<file path="src/rtl/sync_fifo.sv">
// Synchronous single-clock FIFO with occupancy count.
// Ports:
//   i_clk, i_rst  clock and synchronous active-high reset
//   push, din     enqueue request and data (ignored while full)
//   pop, dout     dequeue request (ignored while empty); dout shows the head entry
//   count         entries currently stored (0..DEPTH)
//   full, empty   count == DEPTH / count == 0
// Storage is not cleared by reset; only pointers and count are.
module sync_fifo #(
  parameter int unsigned DEPTH = 16,
  parameter int unsigned WIDTH = 8,
  localparam int unsigned ADDR_W = $clog2(DEPTH)
) (
  input  logic              i_clk,
  input  logic              i_rst,
  input  logic              push,
  input  logic              pop,
  input  logic [WIDTH-1:0]  din,
  output logic [WIDTH-1:0]  dout,
  output logic [ADDR_W:0]   count,
  output logic              full,
  output logic              empty
);

  localparam logic [ADDR_W-1:0] PtrOne    = ADDR_W'(1);
  localparam logic [ADDR_W:0]   CountOne  = (ADDR_W + 1)'(1);
  localparam logic [ADDR_W:0]   CountFull = (ADDR_W + 1)'(DEPTH);

  logic [WIDTH-1:0]  mem [DEPTH];
  logic [ADDR_W-1:0] wr_ptr_q, rd_ptr_q;
  logic [ADDR_W:0]   count_q;
  logic              do_push, do_pop;

  assign full    = (count_q == CountFull);
  assign empty   = (count_q == '0);
  assign count   = count_q;
  assign dout    = mem[rd_ptr_q];

  // Both qualifiers use the pre-edge count: a push while full is dropped even
  // if a pop happens on the same edge.
  assign do_push = push && !full;
  assign do_pop  = pop && !empty;

  always_ff @(posedge i_clk) begin
    if (do_push) begin
      mem[wr_ptr_q] <= din;
    end
  end

  always_ff @(posedge i_clk) begin
    if (i_rst) begin
      wr_ptr_q <= '0;
      rd_ptr_q <= '0;
      count_q  <= '0;
    end else begin
      if (do_push) begin
        wr_ptr_q <= wr_ptr_q + PtrOne;
      end
      if (do_pop) begin
        rd_ptr_q <= rd_ptr_q + PtrOne;
      end
      case ({do_push, do_pop})
        2'b10:   count_q <= count_q + CountOne;
        2'b01:   count_q <= count_q - CountOne;
        default: count_q <= count_q;
      endcase
    end
  end

endmodule

</file>
<file path="src/rtl/uart_tx_fifo.sv">
// Byte FIFO feeding a UART transmitter through its strobe/busy handshake.
// Ports:
//   i_clk, i_rst        clock and synchronous active-high reset
//   wr_data, wr_strobe  CPU-side enqueue
//   full, empty, count  FIFO occupancy
//   overflow            sticky: a write was dropped while full (cleared by reset only)
//   idle                FIFO empty, drain FSM idle and transmitter not busy
//   tx_data, tx_strobe  registered byte and one-cycle send request to the transmitter
//   tx_busy             transmitter busy flag
module uart_tx_fifo #(
  parameter int unsigned DEPTH = 16,
  localparam int unsigned ADDR_W = $clog2(DEPTH)
) (
  input  logic              i_clk,
  input  logic              i_rst,
  input  logic [7:0]        wr_data,
  input  logic              wr_strobe,
  output logic              full,
  output logic              empty,
  output logic [ADDR_W:0]   count,
  output logic              overflow,
  output logic              idle,
  output logic [7:0]        tx_data,
  output logic              tx_strobe,
  input  logic              tx_busy
);

  typedef enum logic [1:0] {
    StIdle,
    StWaitAck,
    StWaitDone
  } state_e;

  state_e     state_q, state_d;
  logic       tx_strobe_q, tx_strobe_d;
  logic [7:0] tx_data_q, tx_data_d;
  logic       overflow_q;
  logic       pop;
  logic [7:0] head;

  sync_fifo #(
    .DEPTH (DEPTH),
    .WIDTH (8)
  ) u_fifo (
    .i_clk (i_clk),
    .i_rst (i_rst),
    .push  (wr_strobe),
    .pop   (pop),
    .din   (wr_data),
    .dout  (head),
    .count (count),
    .full  (full),
    .empty (empty)
  );

  // Drain FSM. The strobe is only launched from StIdle with tx_busy sampled low,
  // and StWaitAck drops it on the next edge, so it is never wider than one cycle.
  always_comb begin
    state_d     = state_q;
    tx_strobe_d = 1'b0;
    tx_data_d   = tx_data_q;
    pop         = 1'b0;
    unique case (state_q)
      StIdle: begin
        if (!empty && !tx_busy) begin
          pop         = 1'b1;
          tx_strobe_d = 1'b1;
          tx_data_d   = head;
          state_d     = StWaitAck;
        end
      end
      StWaitAck: begin
        if (tx_busy) begin
          state_d = StWaitDone;
        end
      end
      StWaitDone: begin
        if (!tx_busy) begin
          state_d = StIdle;
        end
      end
      default: state_d = StIdle;
    endcase
  end

  always_ff @(posedge i_clk) begin
    if (i_rst) begin
      state_q     <= StIdle;
      tx_strobe_q <= 1'b0;
      tx_data_q   <= 8'h00;
      overflow_q  <= 1'b0;
    end else begin
      state_q     <= state_d;
      tx_strobe_q <= tx_strobe_d;
      tx_data_q   <= tx_data_d;
      if (wr_strobe && full) begin
        overflow_q <= 1'b1;
      end
    end
  end

  assign tx_strobe = tx_strobe_q;
  assign tx_data   = tx_data_q;
  assign overflow  = overflow_q;
  assign idle      = empty && (state_q == StIdle) && !tx_busy;

endmodule

</file>
<file path="config.mk">
export PLATFORM = sky130hd
export DESIGN_NAME = uart_tx_fifo
export DESIGN_NICKNAME = d
export VERILOG_FILES = /design/src/rtl/sync_fifo.sv /design/src/rtl/uart_tx_fifo.sv
export SDC_FILE = /design/constraint.sdc
export NUM_CORES = 1
export LEC_CHECK = 0
export ABC_CLOCK_PERIOD_IN_PS = 2500
export BUFFER_PORTS_ARGS = -buffer_cell sky130_fd_sc_hd__buf_2
export CAP_MARGIN = 20
export CORE_ASPECT_RATIO = 0.6
export CORE_MARGIN = 2
export CORE_UTILIZATION = 55
export CTS_CLUSTER_DIAMETER = 30
export DETAILED_ROUTE_END_ITERATION = 7
export PLACE_DENSITY = 0.73
export SLEW_MARGIN = 40
export SYNTH_ARGS = -nofsm -noshare
export SYNTH_HDL_FRONTEND = slang
export SYNTH_SLANG_ARGS = --single-unit
</file>
<file path="constraint.sdc">
create_clock -name i_clk -period 2.5 [get_ports i_clk]
set_input_delay 0.125 -clock i_clk [delete_from_list [all_inputs] [get_ports i_clk]]
set_output_delay 0.125 -clock i_clk [all_outputs]
set_load 0.02 [all_outputs]
</file>
; Yosys cells after proc, flatten, opt, wreduce, memory -nomap -nowiden
; Memories as Yosys holds them, arrays and structs flattened. A register that Yosys moved wholly into a read port is not among the register bits.
; Cells that the tools add are included.
[classes]
div_mod_pow = 0
reduce_logical = 14
magnitude_cmp = 0
bitwise_logic = 0
mul = 0
add_sub_neg = 4
muxes = 9
eq_ne = 8
shifts = 0
[op_table]
columns = operator, count
row1 = $pmux W5 S2, 1
row2 = $add A4 B1 Y4 const B, 2
row3 = $logic_and A1 B1 Y1, 6
row4 = $mux W2, 3
row5 = $ne A2 B2 Y1 const B, 3
row6 = $pmux W2 S3, 1
row7 = $add A5 B1 Y5 const B, 1
row8 = $eq A5 B5 Y1 const B, 1
row9 = $logic_not A5 Y1, 1
row10 = $sub A5 B1 Y5 const B, 1
row11 = $eq A2 B1 Y1 const B, 2
row12 = $eq A2 B2 Y1 const B, 2
row13 = $mux W1, 4
row14 = $logic_not A1 Y1, 3
row15 = $reduce_and A3 Y1, 1
row16 = $logic_not A2 Y1, 1
row17 = $reduce_and A2 Y1, 1
row18 = $reduce_bool A2 Y1, 1
[totals]
mem_bits_rw = 128
output_inout_bits = 18
inputBits = 12
rom_bits = 0
latch_bits = 0
regBits = 17
mem_count = 1
elab_cells = 42
[memory_table]
columns = memory, words, word_bits, read_ports, rd_ports_with_merged_regs, write_ports, line_no
row1 = u_fifo.mem, 16, 8, 1, 1, 1, sync_fifo.sv:29  ; logic [WIDTH-1:0] mem [DEPTH];

; Depth between registers and ports, before layout
[logic_depth]
depth_word = 8
mapped_depth = 10
ltp_nobuf = 9

; By module
; From an unflattened synthesis, not the netlist that was laid out.
[hier_totals]
cells_unflattened = 372
hier_area_um2 = 6342.3
[modules_own_cells]
columns = mod, area_per_inst_um2, cells_per_inst, n_inst, seq_area_each_um2
row1 = sync_fifo, 5836.8, 324, 1, 4184.0
row2 = uart_tx_fifo, 505.5, 48, 1, 240.2

; Least setup slack after synthesis
; Ideal clock, no wire load.
[synth_path]
kind = reg2reg
from = register u_fifo.count_q[0], in the netlist u_fifo.count[0]
to = register u_fifo.count_q[4], in the netlist u_fifo.count[4]
t_required_ns = 2.379
setup_slack_ns = -0.256
n_path_buf = 0
setup_ns = 0.121
arrival_ns = 2.635
path_stages_with_launch = 10
period_less_slack_ns = 2.756
cell_sequence = dfxtp_1 > nor4_1 > a21boi_1 > inv_1 > ha_1 > fa_1 > a21o_1 > a21oi_1 > mux2i_1 > mux2_2
[synth_via]
elab_chain_cells = 8
word_cells_on_any_way = 15
cone_classes = add/sub (2) / eq/ne (3) / mux (3) / reduce/logical (7)
[synth_rtl]
columns = item, line_no
row1 = from (decl), sync_fifo.sv:31  ; logic [ADDR_W:0] count_q;
row2 = from (signal assigned), sync_fifo.sv:63  ; 2'b10: count_q <= count_q + CountOne;
row3 = from (signal assigned), sync_fifo.sv:64  ; 2'b01: count_q <= count_q - CountOne;
row4 = from (signal assigned), sync_fifo.sv:65  ; default: count_q <= count_q;
row5 = $logic_not A5 Y1, sync_fifo.sv:35  ; assign empty = (count_q == '0);
row6 = $logic_not A1 Y1, "sync_fifo.sv:42, uart_tx_fifo.sv:65"
row7 = $logic_and A1 B1 Y1, uart_tx_fifo.sv:65  ; if (!empty && !tx_busy) begin
row8 = $mux W1, uart_tx_fifo.sv:65
row9 = $mux W1, --
row10 = $logic_and A1 B1 Y1, sync_fifo.sv:42  ; assign do_pop = pop && !empty;
row11 = $eq A2 B1 Y1 / $eq A2 B2 Y1 (equally long branches), sync_fifo.sv:62  ; case ({do_push, do_pop})
row12 = $pmux W5 S2 / $reduce_bool A2 Y1 (equally long branches), --
; Several ways; a longest one is shown, not always the timed one.
; A chain may end at the register's enable or synchronous reset.

; Worst setup path after layout
; Same ends and word-level chain as after synthesis.

==> qor.csv <==
stage,metric,value,unit
clocking,clock sink total,153,
critical_path,slowest cell delay on critical path,0.37,ns
finish,# nets final,469,
floorplanning,Site Rows,29,
routing,drc violations,0,
routing,Detail Route Antenna Nets,0,
critical_path,critical-path cell list,nor4_4 > a21boi_2 > ha_4 > fa_2 > a21o_1 > a21oi_2 > mux2i_1 > mux2_2,
power_and_ir_drop,Gate power share,0.199,
power_and_ir_drop,internal power,5.07,mW
critical_path,CP max FO,5,
routing,Pre-antenna DRT Iters,5,
placed_design,placed insts,564,
timing,setup_tns,0,ns
power_and_ir_drop,static leakage,2.39,nW
timing,Worst Skew,0.00950,ns
global_routing,remaining global-route overflow,0,
power_and_ir_drop,sw power,1.94,mW
timing,Worst Max-Slew Pin Slew,0.763,ns
synthesis,mapped cell area,6160,um^2
floorplanning,initial core utilization,0.574,
synthesis,Area contributors post-synth,"edfxtp_1, mux2i_1, dfxtp_1",
floorplanning,Die Area,12100,um^2
finish,share of cells above drive strength 1,0.217,
power_and_ir_drop,worst vdd ir,0.578,mV
timing,relative slew slack,0.489,
floorplanning,die height,86,um
global_routing,gr usage total,0.225,
synthesis,Avg Synthesized Cell Area,15.4,um^2
routing,DR vias/cell,5.84,
timing,post-route minimum period,2.45,ns
synthesis,post-synth top area cell,edfxtp_1,
placed_design,IO buf count,29,
clocking,Root Buffer,clkbuf_16,
clocking,H-Tree Depth,4,
worst_hold_path,Hold Crit Class,in2reg,
global_routing,largest net degree at the start of global routing,35,
timing,# setup viols final,0,
power_and_ir_drop,Sw Share,0.277,
finish,Layout area overhead,16.6,%
routing,WL/cell,21.8,um
timing,Max Transition Viols Final,0,
clocking,clk buf depth,2,
power_and_ir_drop,P per Cell Area,974,nW/um^2
floorplanning,die width,141,um
routing,Iteration-0 DRC Markers,255,
run,max-cap violation count,0,
finish,Final Util,0.669,
critical_path,FF-to-FF setup slack,0.05,ns
synthesis,top-area cell type share of the netlist area,0.624,
power_and_ir_drop,Clock Power Share,0.362,
power_and_ir_drop,Reg power frac,0.439,
synthesis,sequential share of the synthesized area,0.705,
synthesis,synthesized flop and latch total,153,
global_routing,vias in the first global route,3316,
global_routing,first-pass GRT wire length,19.3,mm
finish,ANT cells,0,
routing,vias,3498,
floorplanning,Core Area,10700,um^2
placed_design,RD Place Congestion,0.836,
floorplanning,I/O pins,30,
timing,final hold viol count,0,
finish,"leading cell types in the layout, fill and taps excluded","edfxtp_1, mux2i_1, nor2_1, o22ai_1, buf_2",
critical_path,critical path capture point type,register,
placed_design,post-DP HPWL,8.45,mm
critical_path,"slowest stage cell, crit path",fa_2,
run_status,run status,completed,
critical_path,"Arr. time, crit path",2.75,ns
clocking,clk_lat worst skew,0.42,ns
finish,"commonest non-fill, non-tap cell in the layout",edfxtp_1,
global_routing,number of antenna violations at the first check in global routing,0,
critical_path,Setup CP Type,reg2reg,
clocking,CTS tree,done,
finish,fill count,729,
critical_path,WP data required,2.81,ns
finish,Final Non-Filler Cells,599,
critical_path,CP Launch Type,register,
power_and_ir_drop,total power,7.00,mW
clocking,"CTS clk-pin slew, worst paths",0.06,ns
timing,fmax,409,MHz
synthesis,"Distinct cells, synth",36,
synthesis,synthesized instance count,400,
clocking,CTS Buf Count,17,
routing,DRT Wirelength,13.1,mm
synthesis,YS warnings,0,
synthesis,Synthesized Nets,422,
timing,post-route clock period utilization,0.978,
-- Yosys cell counts --
library cell / instances
a211oi_1: 8
nor3b_1: 1
o211ai_1: 3
mux2i_1: 68
nor2b_1: 2
a21o_2: 1
buf_4: 5
a21oi_1: 4
nand3_1: 1
dfxtp_1: 25
clkbuf_2: 2
clkbuf_1: 6
or3_1: 1
nor2_1: 38
ha_1: 9
inv_1: 4
nand2_1: 4
o22ai_1: 32
a21o_1: 1
nor3_1: 6
xor2_1: 6
a21boi_1: 2
o211ai_4: 1
or3b_1: 3
buf_6: 3
nand3b_1: 4
mux2_2: 1
nand2b_1: 2
edfxtp_1: 128
or4_4: 1
o31ai_1: 1
buf_2: 9
fa_1: 1
xnor2_1: 4
and3_1: 3
nor4_1: 10
-- sequential cells by signal, summed over array words and instances, names as in the netlist --
signal / cells
u_fifo.rd_ptr_q: 4
tx_strobe: 1
u_fifo.wr_ptr_q: 4
u_fifo.count: 5
u_fifo.mem: 128
state_q: 2
overflow: 1
tx_data: 8
-- path summary, 6_finish.rpt --
kind,startpoint,to,cells after the start
worst max-delay path,u_fifo.count[0],u_fifo.count[4],8
worst min-delay path,wr_strobe,overflow,3
worst max register to register,u_fifo.count[0],u_fifo.count[4],8
worst min register to register,overflow,overflow,2
-- final cells by class --
class	instances	area [um^2]	share of cell area
repair buffers	53	340	0.0473
clock inverters	12	149	0.0207
flip-flops and latches	153	4360	0.606
clock buffers	20	437	0.0607
multi-input cells	218	1720	0.239
well taps	139	174	0.0242
inverters	4	15.0	0.00209
-- timing repair --
action	4_1_cts	5_1_grt
resized for setup	0	4
buffers inserted	0	2
setup endpoints to repair	0	1
endpoints found under the hold margin	2	0
hold buffers	1	0
-- power groups by stage --
stage	Clock, mW	Combinational, mW	Sequential (mW)
6_report	2.53	1.39	3.08
5_1_grt	2.67	1.50	3.09
4_1_cts	2.56	1.34	3.06
3_5_place_dp	0	1.33	3.12
3_3_place_gp	0	1.30	3.11
2_1_floorplan	0	0.798	3.23
-- critical path: cells and delay by family (launching register included) --
kind | cells | cell delay, ns
muxes | 2 | 0.57
AOI/OAI and AO/OA | 3 | 0.50
adders and majority gates | 2 | 0.58
DFF | 1 | 0.33
and+or+nand+nor | 1 | 0.36
-- layer usage --
| layer | share of wire | track usage | wire (um) | vias to the layer above |
|---|---|---|---|---|
| li1 | - | - | - | 1631 |
| met1 | 0.49 | 0.346 | 6420 | 1754 |
| met2 | 0.43 | 0.316 | 5610 | 96 |
| met3 | 0.064 | 0.0486 | 834 | 17 |
| met4 | 0.014 | 0.0845 | 189 | 0 |
| met5 | 0 | 0 | 0 | - |
-- logic make-up (layout without fill, tap and decap cells) --
logic type,count (synthesis),in the layout,share of synthesized area
adders and majority gates,10,10,0.0215
buffers and inverters,29,89,0.0266
DFF,153,153,0.705
AOI/OAI and AO/OA,53,53,0.0589
xor gates and xnor gates,10,10,0.0142
muxes,69,69,0.112
and+or+nand+nor,76,76,0.0617
-- stage by stage --
stage          area (um^2)  setup WS, ns  hold WS (ns)
2_1_floorplan         6210        0.0159         0.204
3_3_place_gp          6550        0.0982         0.321
3_5_place_dp          6560        0.0611         0.329
4_1_cts               7150        0.0244        0.0187
5_1_grt               7190       -0.0378        0.0523
6_report              7190        0.0542        0.0303
No activity file was read; power rests on OpenSTA's default activity.
